--- config.mk ---
export PLATFORM = sky130hd
export DESIGN_NAME = mem_ctrl
export DESIGN_NICKNAME = d
export VERILOG_FILES = /design/src/rtl/mem_ctrl.sv
export SDC_FILE = /design/constraint.sdc
export NUM_CORES = 1
export LEC_CHECK = 0
export CORE_UTILIZATION = 35
export DETAILED_ROUTE_END_ITERATION = 7
export PLACE_DENSITY_LB_ADDON = 0.3
export SYNTH_ARGS = -nofsm -noshare
export SYNTH_HDL_FRONTEND = slang
export SYNTH_SLANG_ARGS = --single-unit
export TNS_END_PERCENT = 20
--- constraint.sdc ---
create_clock -name clk_in -period 2.7 [get_ports clk_in]
set_input_delay 0.81 -clock clk_in [delete_from_list [all_inputs] [get_ports clk_in]]
set_output_delay 0.81 -clock clk_in [all_outputs]
set_load 0.005 [all_outputs]
--- src/rtl/mem_ctrl.sv ---
`default_nettype none
`timescale 1ns/1ps
// ============================================================================
// Module   : mem_ctrl
// Purpose  : Byte-wide RAM/IO port owner; arbitrates fetch vs load/store and
//            serialises each access into little-endian byte transfers.
// Revision : 1.0  initial release
// ============================================================================
module mem_ctrl #(
    parameter int                ADDR_W  = 32,
    parameter logic [ADDR_W-1:0] IO_BASE = 'h30000
) (
    input  logic              clk_in,
    input  logic              rst_in,
    input  logic              rdy_in,
    input  logic              clr_in,
    input  logic              io_buffer_full,
    input  logic [7:0]        mem_din,
    output logic [7:0]        mem_dout,
    output logic [ADDR_W-1:0] mem_a,
    output logic              mem_wr,
    input  logic              IF_MC_ask,
    input  logic [ADDR_W-1:0] IF_MC_Addr,
    output logic              MC_IF_ok,
    output logic              MC_IF_arrive,
    output logic [31:0]       MC_IF_Inst,
    input  logic              LS_MC_ask,
    input  logic              LS_MC_wr,
    input  logic [ADDR_W-1:0] LS_MC_Addr,
    input  logic [1:0]        LS_MC_len,
    input  logic [31:0]       LS_MC_data,
    output logic              MC_LS_ok,
    output logic              MC_LS_arrive,
    output logic [31:0]       MC_LS_data
);

    typedef enum logic [1:0] {
        IDLE     = 2'd0,
        IF_READ  = 2'd1,
        LS_READ  = 2'd2,
        LS_WRITE = 2'd3
    } state_t;

    state_t            state_q, state_d;
    logic [ADDR_W-1:0] base_q, base_d;
    logic [2:0]        cnt_q, cnt_d;
    logic [2:0]        len_q, len_d;
    logic [31:0]       wdata_q, wdata_d;
    logic [31:0]       rbuf_q, rbuf_d;
    logic              last_ls_q, last_ls_d;
    logic [7:0]        dout_q, dout_d;
    logic [ADDR_W-1:0] addr_q, addr_d;
    logic              wr_q, wr_d;
    logic              if_ok_q, if_ok_d, if_arr_q, if_arr_d;
    logic              ls_ok_q, ls_ok_d, ls_arr_q, ls_arr_d;
    logic [31:0]       inst_q, inst_d, ls_data_q, ls_data_d;

    logic              io_hit, ls_req, grant_ls, grant_if;
    logic [2:0]        ls_len, cnt_inc;
    logic [1:0]        rd_idx;

    // A blocked IO store simply does not count as a request this cycle
    assign io_hit   = (LS_MC_Addr - IO_BASE) < ADDR_W'(8);
    assign ls_req   = LS_MC_ask && !(LS_MC_wr && io_hit && io_buffer_full);
    assign grant_ls = ls_req && !(IF_MC_ask && last_ls_q);
    assign grant_if = IF_MC_ask && !grant_ls;
    assign ls_len   = (LS_MC_len == 2'd0) ? 3'd1 : (LS_MC_len == 2'd1) ? 3'd2 : 3'd4;
    assign cnt_inc  = cnt_q + 3'd1;
    assign rd_idx   = cnt_q[1:0] - 2'd1;

    always_comb begin
        state_d   = state_q;
        base_d    = base_q;
        cnt_d     = cnt_q;
        len_d     = len_q;
        wdata_d   = wdata_q;
        rbuf_d    = rbuf_q;
        last_ls_d = last_ls_q;
        dout_d    = dout_q;
        addr_d    = addr_q;
        wr_d      = 1'b0;
        if_ok_d   = 1'b0;
        if_arr_d  = 1'b0;
        ls_ok_d   = 1'b0;
        ls_arr_d  = 1'b0;
        inst_d    = inst_q;
        ls_data_d = ls_data_q;

        case (state_q)
            IDLE: begin
                if (!clr_in && grant_ls) begin
                    state_d   = LS_MC_wr ? LS_WRITE : LS_READ;
                    base_d    = LS_MC_Addr;
                    addr_d    = LS_MC_Addr;
                    len_d     = ls_len;
                    wdata_d   = LS_MC_data;
                    cnt_d     = 3'd0;
                    rbuf_d    = 32'd0;
                    ls_ok_d   = 1'b1;
                    last_ls_d = 1'b1;
                    wr_d      = LS_MC_wr;
                    dout_d    = LS_MC_wr ? LS_MC_data[7:0] : dout_q;
                end else if (!clr_in && grant_if) begin
                    state_d   = IF_READ;
                    base_d    = IF_MC_Addr;
                    addr_d    = IF_MC_Addr;
                    len_d     = 3'd4;
                    cnt_d     = 3'd0;
                    rbuf_d    = 32'd0;
                    if_ok_d   = 1'b1;
                    last_ls_d = 1'b0;
                end
            end
            IF_READ, LS_READ: begin
                // Synchronous RAM: byte k lands two edges after its address
                if (clr_in) begin
                    state_d = IDLE;
                end else begin
                    cnt_d = cnt_inc;
                    if (cnt_inc < len_q)
                        addr_d = base_q + ADDR_W'(cnt_inc);
                    if (cnt_q != 3'd0)
                        rbuf_d[{rd_idx, 3'b000} +: 8] = mem_din;
                    if (cnt_q == len_q) begin
                        state_d = IDLE;
                        if (state_q == IF_READ) begin
                            if_arr_d = 1'b1;
                            inst_d   = rbuf_d;
                        end else begin
                            ls_arr_d  = 1'b1;
                            ls_data_d = rbuf_d;
                        end
                    end
                end
            end
            LS_WRITE: begin
                if (cnt_inc < len_q) begin
                    cnt_d  = cnt_inc;
                    addr_d = base_q + ADDR_W'(cnt_inc);
                    dout_d = wdata_q[{cnt_inc[1:0], 3'b000} +: 8];
                    wr_d   = 1'b1;
                end else begin
                    state_d  = IDLE;
                    ls_arr_d = 1'b1;
                end
            end
            default: state_d = IDLE;
        endcase
    end

    always_ff @(posedge clk_in or negedge rst_in) begin
        if (!rst_in) begin
            state_q   <= IDLE;
            base_q    <= '0;
            cnt_q     <= 3'd0;
            len_q     <= 3'd0;
            wdata_q   <= 32'd0;
            rbuf_q    <= 32'd0;
            last_ls_q <= 1'b0;
            dout_q    <= 8'd0;
            addr_q    <= '0;
            wr_q      <= 1'b0;
            if_ok_q   <= 1'b0;
            if_arr_q  <= 1'b0;
            ls_ok_q   <= 1'b0;
            ls_arr_q  <= 1'b0;
            inst_q    <= 32'd0;
            ls_data_q <= 32'd0;
        end else if (rdy_in) begin
            state_q   <= state_d;
            base_q    <= base_d;
            cnt_q     <= cnt_d;
            len_q     <= len_d;
            wdata_q   <= wdata_d;
            rbuf_q    <= rbuf_d;
            last_ls_q <= last_ls_d;
            dout_q    <= dout_d;
            addr_q    <= addr_d;
            wr_q      <= wr_d;
            if_ok_q   <= if_ok_d;
            if_arr_q  <= if_arr_d;
            ls_ok_q   <= ls_ok_d;
            ls_arr_q  <= ls_arr_d;
            inst_q    <= inst_d;
            ls_data_q <= ls_data_d;
        end
    end

    assign mem_dout     = dout_q;
    assign mem_a        = addr_q;
    assign mem_wr       = wr_q & rdy_in;
    assign MC_IF_ok     = if_ok_q;
    assign MC_IF_arrive = if_arr_q;
    assign MC_IF_Inst   = inst_q;
    assign MC_LS_ok     = ls_ok_q;
    assign MC_LS_arrive = ls_arr_q;
    assign MC_LS_data   = ls_data_q;

endmodule
`default_nettype wire

Yosys cells after proc, flatten, opt, wreduce, memory -nomap -nowiden
Index checks and enable logic that the tools add are counted.
W data, S select, Z words.
{ "op_classes": {"n_addsub": 5, "magnitude_cmp": 2, "n_eq_ne": 12, "n_shift": 3, "mux": 50, "bitwise_logic": 3, "n_reduce_logical": 28} }
{ "op_table": {"columns": ["operator", "n"], "rows": [
  ["$mux W32", 8],
  ["$pmux W32 S3", 1],
  ["$pmux W32 S2", 1],
  ["$add A32 B3 Y32", 1],
  ["$bwmux W32", 1],
  ["$lt A32 B4 Y1 const B", 1],
  ["$shift A8 B7 Y32 const A", 1],
  ["$shiftx A32 B6 Y8", 1],
  ["$shiftx A8 B7 Y32", 1],
  ["$sub A32 B18 Y32 const B", 1],
  ["$mux W3", 8],
  ["$mux W8", 3],
  ["$mux W1", 18],
  ["$pmux W8 S2", 1],
  ["$reduce_and A5 Y1", 3],
  ["$reduce_and A4 Y1", 3],
  ["$mux W2", 5],
  ["$ne A2 B2 Y1 const B", 5],
  ["$pmux W3 S3", 1],
  ["$reduce_and A3 Y1", 3],
  ["$logic_and A1 B1 Y1", 8],
  ["$neg A5 Y7", 1],
  ["$ne A3 B3 Y1 const B", 2],
  ["$pmux W2 S3", 1],
  ["14 further kinds", 24]
]} }
{ "word_totals": {"reg_bits": 214, "inputBits": 114, "wordCells": 119} }

Depth between registers and ports, before layout
{ "logic_depth": {"word_depth": 13, "depth_mapped": 12, "depth_no_buf": 9} }

Least setup slack after synthesis
OpenSTA, ideal clock, no wires.
{ "synth_timing": {"kind": "flip-flop to flip-flop", "from": "register cnt_q[0]", "to": "register cnt_q[0]", "arrival_time_ps": 2757, "required_ps": 2575, "path_slack_ps": -181, "path_stages_with_launch": 10, "path_buffers": 1, "path_cell_list": "dfrtp_1 > clkbuf_1 > inv_1 > ha_1 > ha_1 > nor2b_1 > o21ai_0 > a21boi_0 > nor3_1 > mux2_2"} }
{ "synth_via": {"elab_chain_len": 4} }
{ "synth_lines": {"columns": ["item", "line_no", "text"], "rows": [
  ["start, declared", "46", "logic [2:0] cnt_q, cnt_d;"],
  ["start signal, assigned", "172", "cnt_q <= cnt_d;"],
  ["$add A3 B1 Y3 (*)", "68", "assign cnt_inc = cnt_q + 3'd1;"],
  ["$lt A3 B3 Y1", "137", "if (cnt_inc < len_q) begin"],
  ["$ne A2 B2 Y1 (no line)", null, null],
  ["$reduce_and A4 Y1 (no line)", null, null]
]} }
Every way passes the cells marked *; elsewhere a longest branch is shown, timed or not. The select of a mux whose other input is x is not followed.
A chain may end at the register's enable or synchronous reset.

Worst setup path in the final report
{ "layout_timing": {"from": "input LS_MC_Addr[25]", "to": "register rbuf_q[7]"} }
{ "layout_via": {"elab_chain_len": 12} }
{ "layout_lines": {"columns": ["item", "line_no", "text"], "rows": [
  ["start, declared", "29", "input logic [ADDR_W-1:0] LS_MC_Addr,"],
  ["$sub A32 B18 Y32 (*)", "63", "assign io_hit = (LS_MC_Addr - IO_BASE) < ADDR_W'(8);"],
  ["$lt A32 B4 Y1 (*)", "63", null],
  ["$logic_and A1 B1 Y1 (*) (2 in a row)", "64", "assign ls_req = LS_MC_ask && !(LS_MC_wr && io_hit && io_buffer_full);"],
  ["$logic_not A1 Y1 (*)", "64", null],
  ["$logic_and A1 B1 Y1 (*)", "64", null],
  ["$logic_and A1 B1 Y1 (*)", "65", "assign grant_ls = ls_req && !(IF_MC_ask && last_ls_q);"],
  ["$logic_not A1 Y1", "66", "assign grant_if = IF_MC_ask && !grant_ls;"],
  ["$logic_and A1 B1 Y1", "66", null],
  ["$logic_and A1 B1 Y1", "103", "end else if (!clr_in && grant_if) begin"],
  ["$ne A3 B3 Y1 (no line)", null, null],
  ["$reduce_and A4 Y1 (no line)", null, null],
  ["end signal, assigned", "175", "rbuf_q <= rbuf_d;"],
  ["end, declared", "49", "logic [31:0] rbuf_q, rbuf_d;"]
]} }
Every way passes the cells marked *; elsewhere a longest branch is shown, timed or not.

==> summary.txt <==
TIMING
---------------------------------------------------------------------------------
Final Hold Fails ...................................................            0
Transition time at the pin with the least slew margin ..............     0.522 ns
Setup TNS Final ....................................................         0 ns
RSZ-0062 raised after global routing ...............................          yes
Minimum clock period ...............................................      2.66 ns
Worst rel slew slack ...............................................        0.652
Max frequency ......................................................      376 MHz
Clk_skew ...........................................................    0.0119 ns
Max-slew violation count ...........................................            0
Setup slack after layout ...........................................    0.0423 ns
Setup Viol. Count Final ............................................            0
Final hold slack ...................................................     0.206 ns
Final worst path period share ......................................        0.984

CELLS AND AREA
---------------------------------------------------------------------------------
Finished Layout Cells ..............................................         1639
Layout overhead on the synthesized area ............................        42.7%
Number of nets at the end of the flow ..............................         1372
Ratio of cells with drive above 1 in the final layout ..............        0.184

DRT
---------------------------------------------------------------------------------
Wire length after detailed routing .................................     28700 µm
Count of antenna-violating nets left after detailed routing ........            0
1st-iter DRT viols .................................................          403
Routed via count ...................................................         8430
Routed via count divided by cell count .............................         5.14
DRC ................................................................            0
Length of the first detailed-routing pass in iterations ............            5
Post-DR wirelength/cell ............................................      17.5 µm

FLOORPLAN
---------------------------------------------------------------------------------
Die Span X .........................................................       172 µm
Initial Util .......................................................        0.361
Top-level I/O count ................................................          223
Cell row count .....................................................           61
Vertical die dimension .............................................       172 µm
Total die area .....................................................    29700 µm²
Core region area ...................................................    28200 µm²

RUN
---------------------------------------------------------------------------------
Max-capacitance violation count ....................................            0

SYNTH
---------------------------------------------------------------------------------
Cell count after synthesis .........................................          956
Warning count from the yosys run ...................................            0
Mean area per synthesized cell .....................................     10.6 µm²
Largest cells by area after synthesis .............................. sky130_fd_sc_hd__dfrtp_1 53%, sky130_fd_sc_hd__a21oi_1 6.0%, sky130_fd_sc_hd__nor2_1 5.1%, sky130_fd_sc_hd__mux2_2 4.8%, sky130_fd_sc_hd__a22oi_1 3.4%
Fraction of synthesis flops using an asynchronous set or reset pin .         1.00
Most area-hungry cell type in the Yosys netlist .................... sky130_fd_sc_hd__dfrtp_1
Share of synthesized area occupied by flip-flops and latches .......        0.527
Top FF cell, synth ................................................. sky130_fd_sc_hd__dfrtp_1
Synth Register Bits ................................................          214
Net count after synthesis ..........................................         1087
Fraction of post-synthesis cell area in the top cell type by area ..        0.527
Number of synthesized flops with an enable pin .....................            0
Cell area after synthesis ..........................................    10200 µm²
Post-synthesis cell type count .....................................           60

CTS
---------------------------------------------------------------------------------
H-tree Lvls ........................................................            1
Source-to-sink clock delay at the later pin of the worst-skew pair .      0.52 ns
Clock root buffer .................................................. sky130_fd_sc_hd__clkbuf_16
Number of hold-repair buffers added at the cts stage ...............            0
Clock slew at reported path FFs ....................................      0.06 ns
Clock tree from TritonCTS ..........................................          yes
Clock Sink Count ...................................................          214
Clock buffer depth .................................................            3
Clock buffers created by TritonCTS .................................           24

CRITICAL PATH
---------------------------------------------------------------------------------
Class of the most critical setup path ..............................       in2reg
Worst path required time ...........................................      3.10 ns
Dominant delay contributor by cell family on the critical path ..... compound AO/OA/AOI/OAI gates
Cell chain of the critical path .................................... clkdlybuf4s50_1 > nor4_4 > nand4_1 > buf_4 > o21a_2 > o221a_4 > and3_2 > a22o_1
Cell depth of the worst setup path .................................            8
Kind of end point of the critical path .............................    flip-flop
Startpoint of the most critical setup path ......................... LS_MC_Addr[25]
Maximum cell stage delay along the critical path ...................      0.46 ns
Startpoint types ................................................... primary input
WP data arrival ....................................................      3.06 ns
Depth of the worst register-to-register path .......................            9
Critical-path cell with the highest stage delay .................... sky130_fd_sc_hd__clkdlybuf4s50_1
Crit-path max FO ...................................................            9
Critical path destination ..........................................    rbuf_q[7]
Internal reg-to-reg setup slack ....................................      0.09 ns
Critical R2R Capture ...............................................    mem_a[23]
Origin of the critical flop-to-flop path ...........................     cnt_q[1]
WP buf/inv .........................................................            2

PWR
---------------------------------------------------------------------------------
Peak supply drop ...................................................     0.419 mV
Leakage component of the power .....................................      6.24 nW
Total Power Consumption ............................................     0.0154 W
Pwr per Cell Area ..................................................  1060 nW/µm²

PLACEMENT
---------------------------------------------------------------------------------
Estimated wirelength of the detail-placed design ...................     20800 µm
Pre-CTS worst setup slack ..........................................    -0.579 ns
Number of buffer cells added on primary ports ......................          222
GP Congestion ......................................................        0.843
Number of placed instances with taps included ......................         1588

GLOBAL ROUTING
---------------------------------------------------------------------------------
Number of global-route vias before repair ..........................         8237
First-pass GRT wire length .........................................     45100 µm
Global routing usage summed across all routing layers ..............        0.194
Largest net degree at the start of global routing ..................           65
Total overflow reported by the global router .......................            0
Number of antenna violations at the first check in global routing ..            2

HOLD PATH
---------------------------------------------------------------------------------
Hold Path Class ....................................................     in2async

RUN STATUS
---------------------------------------------------------------------------------
Result of the run .................................................. finished, final reports clean

==> cell type report <==
| cell class | instances | area (µm²) |
|---|---|---|
| flip-flops and latches | 214 | 5360 |
| clock inverters | 18 | 215 |
| inverters | 18 | 67.6 |
| multi-input cells | 662 | 4600 |
| well taps | 378 | 473 |
| repair buffers | 321 | 3150 |
| clock buffers | 26 | 628 |
| diodes | 2 | 5.00 |
| fillers | 2520 | 13700 |
==> worst min-delay path by stage <==
stage | start | to | slack, ns | cells past startpoint
global route | rst_in | MC_IF_Inst[21] | 0.23 | 1
CTS | rst_in | MC_IF_Inst[21] | 0.23 | 1
global placement | MC_IF_arrive | MC_IF_arrive | 0.46 | 1
detailed placement | mem_a[7] | mem_a[7] | 0.46 | 1
finish | rst_in | MC_IF_Inst[21] | 0.21 | 1
floorplan | wr_q | wr_q | 0.45 | 1
==> worst reg2reg max path, stage by stage (launching register included) <==
cell	delay [ns]
sky130_fd_sc_hd__dfrtp_1	0.43
sky130_fd_sc_hd__ha_1	0.23
sky130_fd_sc_hd__xor2_2	0.26
sky130_fd_sc_hd__ha_1	0.33
sky130_fd_sc_hd__a21o_1	0.22
sky130_fd_sc_hd__o211ai_1	0.41
sky130_fd_sc_hd__nor3_2	0.08
sky130_fd_sc_hd__mux2_2	0.29
sky130_fd_sc_hd__a211oi_1	0.21
sky130_fd_sc_hd__a21o_1	0.11
==> kinds of logic (layout without fill, tap and decap cells) <==
| logic type | count (synthesis) | in the layout | share of synthesized area |
|---|---|---|---|
| DFF | 214 | 214 | 0.527 |
| adders and majority gates | 17 | 17 | 0.0217 |
| AOI/OAI and AO/OA | 271 | 271 | 0.176 |
| muxes | 82 | 82 | 0.0960 |
| other | 0 | 2 | 0 |
| buffers and inverters | 80 | 383 | 0.0351 |
| xor gates and xnor gates | 26 | 26 | 0.0224 |
| and+or+nand+nor | 266 | 266 | 0.121 |
==> sequential cells by signal, indices dropped and copies added (netlist names) <==
| name | count |
|---|---|
| cnt_q | 3 |
| len_q | 3 |
| MC_IF_Inst | 32 |
| last_ls_q | 1 |
| MC_LS_ok | 1 |
| MC_IF_ok | 1 |
| MC_IF_arrive | 1 |
| MC_LS_data | 32 |
| mem_dout | 8 |
| wdata_q | 32 |
| base_q | 32 |
| state_q | 2 |
| mem_a | 32 |
| rbuf_q | 32 |
| wr_q | 1 |
| MC_LS_arrive | 1 |
==> metal layers <==
metal,vias up,part of all wire,GRT usage
met1,4119,0.45,0.267
met3,38,0.047,0.0293
met2,227,0.48,0.314
li1,4046,-,-
met5,-,0,0
met4,0,0.024,0.0596
==> where the power goes <==
part	internal, W	switching (W)
clock network	0.00208	0.00137
registers	0.00451	0.000906
logic	0.00360	0.00292
==> synth_stat cells (8+ instances only) <==
library cell,instances
sky130_fd_sc_hd__a21o_1,12
sky130_fd_sc_hd__a21oi_1,122
sky130_fd_sc_hd__a22o_1,39
sky130_fd_sc_hd__a22oi_1,46
sky130_fd_sc_hd__buf_1,14
sky130_fd_sc_hd__buf_2,18
sky130_fd_sc_hd__clkbuf_1,25
sky130_fd_sc_hd__dfrtp_1,214
sky130_fd_sc_hd__ha_1,16
sky130_fd_sc_hd__inv_1,17
sky130_fd_sc_hd__mux2_2,43
sky130_fd_sc_hd__mux2i_1,31
sky130_fd_sc_hd__mux4_2,8
sky130_fd_sc_hd__nand2_1,56
sky130_fd_sc_hd__nand3_1,14
sky130_fd_sc_hd__nand4_1,8
sky130_fd_sc_hd__nor2_1,139
sky130_fd_sc_hd__nor3_1,8
sky130_fd_sc_hd__o21ai_0,9
sky130_fd_sc_hd__xnor2_1,16
sky130_fd_sc_hd__xor2_1,10
==> layout by cell type, fill, tap and decap left out, types with 5 or more instances in the layout <==
cell,count
sky130_fd_sc_hd__nand2_1,56
sky130_fd_sc_hd__a22oi_1,46
sky130_fd_sc_hd__xor2_1,9
sky130_fd_sc_hd__clkinv_2,8
sky130_fd_sc_hd__nor4_1,5
sky130_fd_sc_hd__nor2b_1,5
sky130_fd_sc_hd__mux2i_1,26
sky130_fd_sc_hd__a21o_1,12
sky130_fd_sc_hd__nand4_1,8
sky130_fd_sc_hd__buf_12,13
sky130_fd_sc_hd__xnor2_1,16
sky130_fd_sc_hd__and4_1,5
sky130_fd_sc_hd__a211oi_1,5
sky130_fd_sc_hd__a31oi_1,7
sky130_fd_sc_hd__nand3_1,12
sky130_fd_sc_hd__o21ai_0,8
sky130_fd_sc_hd__ha_1,15
sky130_fd_sc_hd__mux4_2,8
sky130_fd_sc_hd__nor2_1,139
sky130_fd_sc_hd__clkbuf_16,25
sky130_fd_sc_hd__inv_1,17
sky130_fd_sc_hd__o221ai_1,7
sky130_fd_sc_hd__dfrtp_1,214
sky130_fd_sc_hd__clkdlybuf4s50_1,220
sky130_fd_sc_hd__a21oi_1,122
sky130_fd_sc_hd__buf_4,84
sky130_fd_sc_hd__a22o_1,39
sky130_fd_sc_hd__mux2_2,43
sky130_fd_sc_hd__nor3_1,5
==> stage by stage <==
stage	instance area, µm²	util
after floorplan	10200	-
after global placement	13500	0.478
after detailed placement	13500	0.478
after CTS	14300	0.509
after global routing	14500	0.515
final	14500	0.515
==> what timing repair did <==
| action | in CTS | in global routing |
|---|---|---|
| cloned | 0 | 1 |
| pin swaps | 0 | 6 |
| endpoints found under the setup margin | 35 | 57 |
| buffers inserted | 0 | 4 |
| gates resized for setup | 4 | 23 |
(Power assumes the default switching activity.)
==> RTL edit, RTL diff (same flow settings) <==
Encoding of `state_t`: now one-hot (4 bits for 4 states).
--- a/src/rtl/mem_ctrl.sv
+++ b/src/rtl/mem_ctrl.sv
@@ -36,7 +36,7 @@
 
-    typedef enum logic [1:0] {
-        IDLE     = 2'd0,
-        IF_READ  = 2'd1,
-        LS_READ  = 2'd2,
-        LS_WRITE = 2'd3
+    typedef enum logic [3:0] {
+        IDLE     = 4'b0001,
+        IF_READ  = 4'b0010,
+        LS_READ  = 4'b0100,
+        LS_WRITE = 4'b1000
     } state_t;
Check against the original RTL: no difference found for any inputs over 4 cycles, from zero or initial values and one cycle with rst_in low; so few cycles prove little.
==> RTL edit against the unedited design <==
- the run now ends with design-rule violations, negative setup slack left
- sequential cell count rose by 2
- combinational power fell by 33%
- wire length rose by 35%
- count of clock-buffer cells in the layout rose by 12
- design area rose by 15%
- sequential power fell by 9.1%
- die area rose by 8.5%
- clock power rose by 3%
- setup slack got worse by 0.053 ns
- clock skew barely moved
- area after synthesis rose by 8.6%
- via count rose by 26%
- total power fell by 16%
==> RTL edit: results (changes against the unedited design) <==
- Status: finished with violations (was complete, no violations).
* Violated checks: design-rule violations, negative setup slack
* Area of the multi-input gates: 0.00586 sq mm (was 0.00460 sq mm)
- The layout clock buffer count is 38 (was 26).
- Drt initial violations: 1,046 (was 403)
- Met2 track demand over resource: 38.0% (was 31.4%)
- Wire length the detailed router placed on met1: 16,200 um (was 12,900 um)
- The maximum ir drop on the vdd rail was 639 uV (was 419 uV).
* Clock share of power: 27.6% (was 22.4%)
- The mux contribution to synthesized area was 6.53% (was 9.60%).
- Fillcell total: 2,662 (was 2,520)
* Slowest stage cell on the critical path: sky130_fd_sc_hd__or4_4 (was sky130_fd_sc_hd__clkdlybuf4s50_1)
- Fraction of met3 tracks used by global routing: 4.72% (was 2.93%)
- Largest net degree at the start of global routing: 60 (was 65)
- Wire length on met2: 18,000 um (was 13,700 um)
* Logic pwr share: 34.1% (was 42.4%)
- The worst-case reg-to-reg path depth came to 10 (was 9).
- The leakage component of the power came to 7.33 nW (was 6.24 nW).
* Final net count: 1,599 (was 1,372)
- The first-pass GRT wire length is 60,500 um (was 45,100 um).
- Setup total negative slack: -0.0576 ns (was 0 ns)
- The launch point of the critical path was LS_MC_Addr[22] (was LS_MC_Addr[25]).
- The number of multi-input combinational cells in the layout is 814 (was 662).
- Maximum single-stage delay on the critical path: 0.55 ns (was 0.46 ns)
- The initial antenna violation count is 0 (was 2).
- Sequential share of cell area: 32.4% (was 36.9%)
- Sequential share of the synthesized area: 49.0% (was 52.7%)
- Post-synthesis instance total: 1,129 (was 956)
- Number of ordinary inverters in the final layout: 14 (was 18)
- The average routed wire per standard cell is 20.5 um (was 17.5 um).
* Post-detailed-route DRC marker count: 14 (was 0)
- Cts bufs inserted: 25 (was 24)
- Synth Area in Compound Gates: 19.7% (was 17.6%)
- Post-Place Worst Slack: -1.13 ns (was -0.579 ns)
- The overall track demand over capacity in global routing is 23.6% (was 19.4%).
* Area after DPL: 0.0150 sq mm (was 0.0135 sq mm)
* Top cells by instance count after synthesis: sky130_fd_sc_hd__dfrtp_1, sky130_fd_sc_hd__nor2_1, sky130_fd_sc_hd__nand2_1, sky130_fd_sc_hd__a21oi_1, sky130_fd_sc_hd__nand3_1 (was sky130_fd_sc_hd__dfrtp_1, sky130_fd_sc_hd__nor2_1, sky130_fd_sc_hd__a21oi_1, sky130_fd_sc_hd__nand2_1, sky130_fd_sc_hd__a22oi_1)
- Final worst setup slack: -0.0107 ns (was 0.0423 ns)
- Post-DP HPWL: 27,700 um (was 20,800 um)
- The endpoint of the worst-slack reg-to-reg timing path is mem_a[29] (was mem_a[23]).
* Detailed-router iteration count before antenna repair: 8 (was 5)
- Setup Viol. Count Final: 17 (was 0)
[RTL edit: cell types whose count changed after synthesis, moves of 12 or more]
| cell | before | now |
|---|---|---|
| sky130_fd_sc_hd__o221a_2 | 0 | 15 |
| sky130_fd_sc_hd__o41ai_1 | 0 | 12 |
| sky130_fd_sc_hd__mux2i_1 | 31 | 0 |
| sky130_fd_sc_hd__a21oi_1 | 122 | 97 |
| sky130_fd_sc_hd__a22oi_1 | 46 | 34 |
| sky130_fd_sc_hd__nand3_1 | 14 | 63 |
| sky130_fd_sc_hd__o21ai_0 | 9 | 29 |
| sky130_fd_sc_hd__nand2_1 | 56 | 100 |
| sky130_fd_sc_hd__nor3_1 | 8 | 28 |
| sky130_fd_sc_hd__clkbuf_1 | 25 | 59 |
[RTL edit: cells by family after synthesis]
logic type	count (synthesis)
AO/OA/AOI/OAI	311
XOR/XNOR	35
adder cells (fa/ha/maj)	13
buffers and inverters	99
flip-flops	216
multiplexers	56
AND/OR/NAND/NOR	399
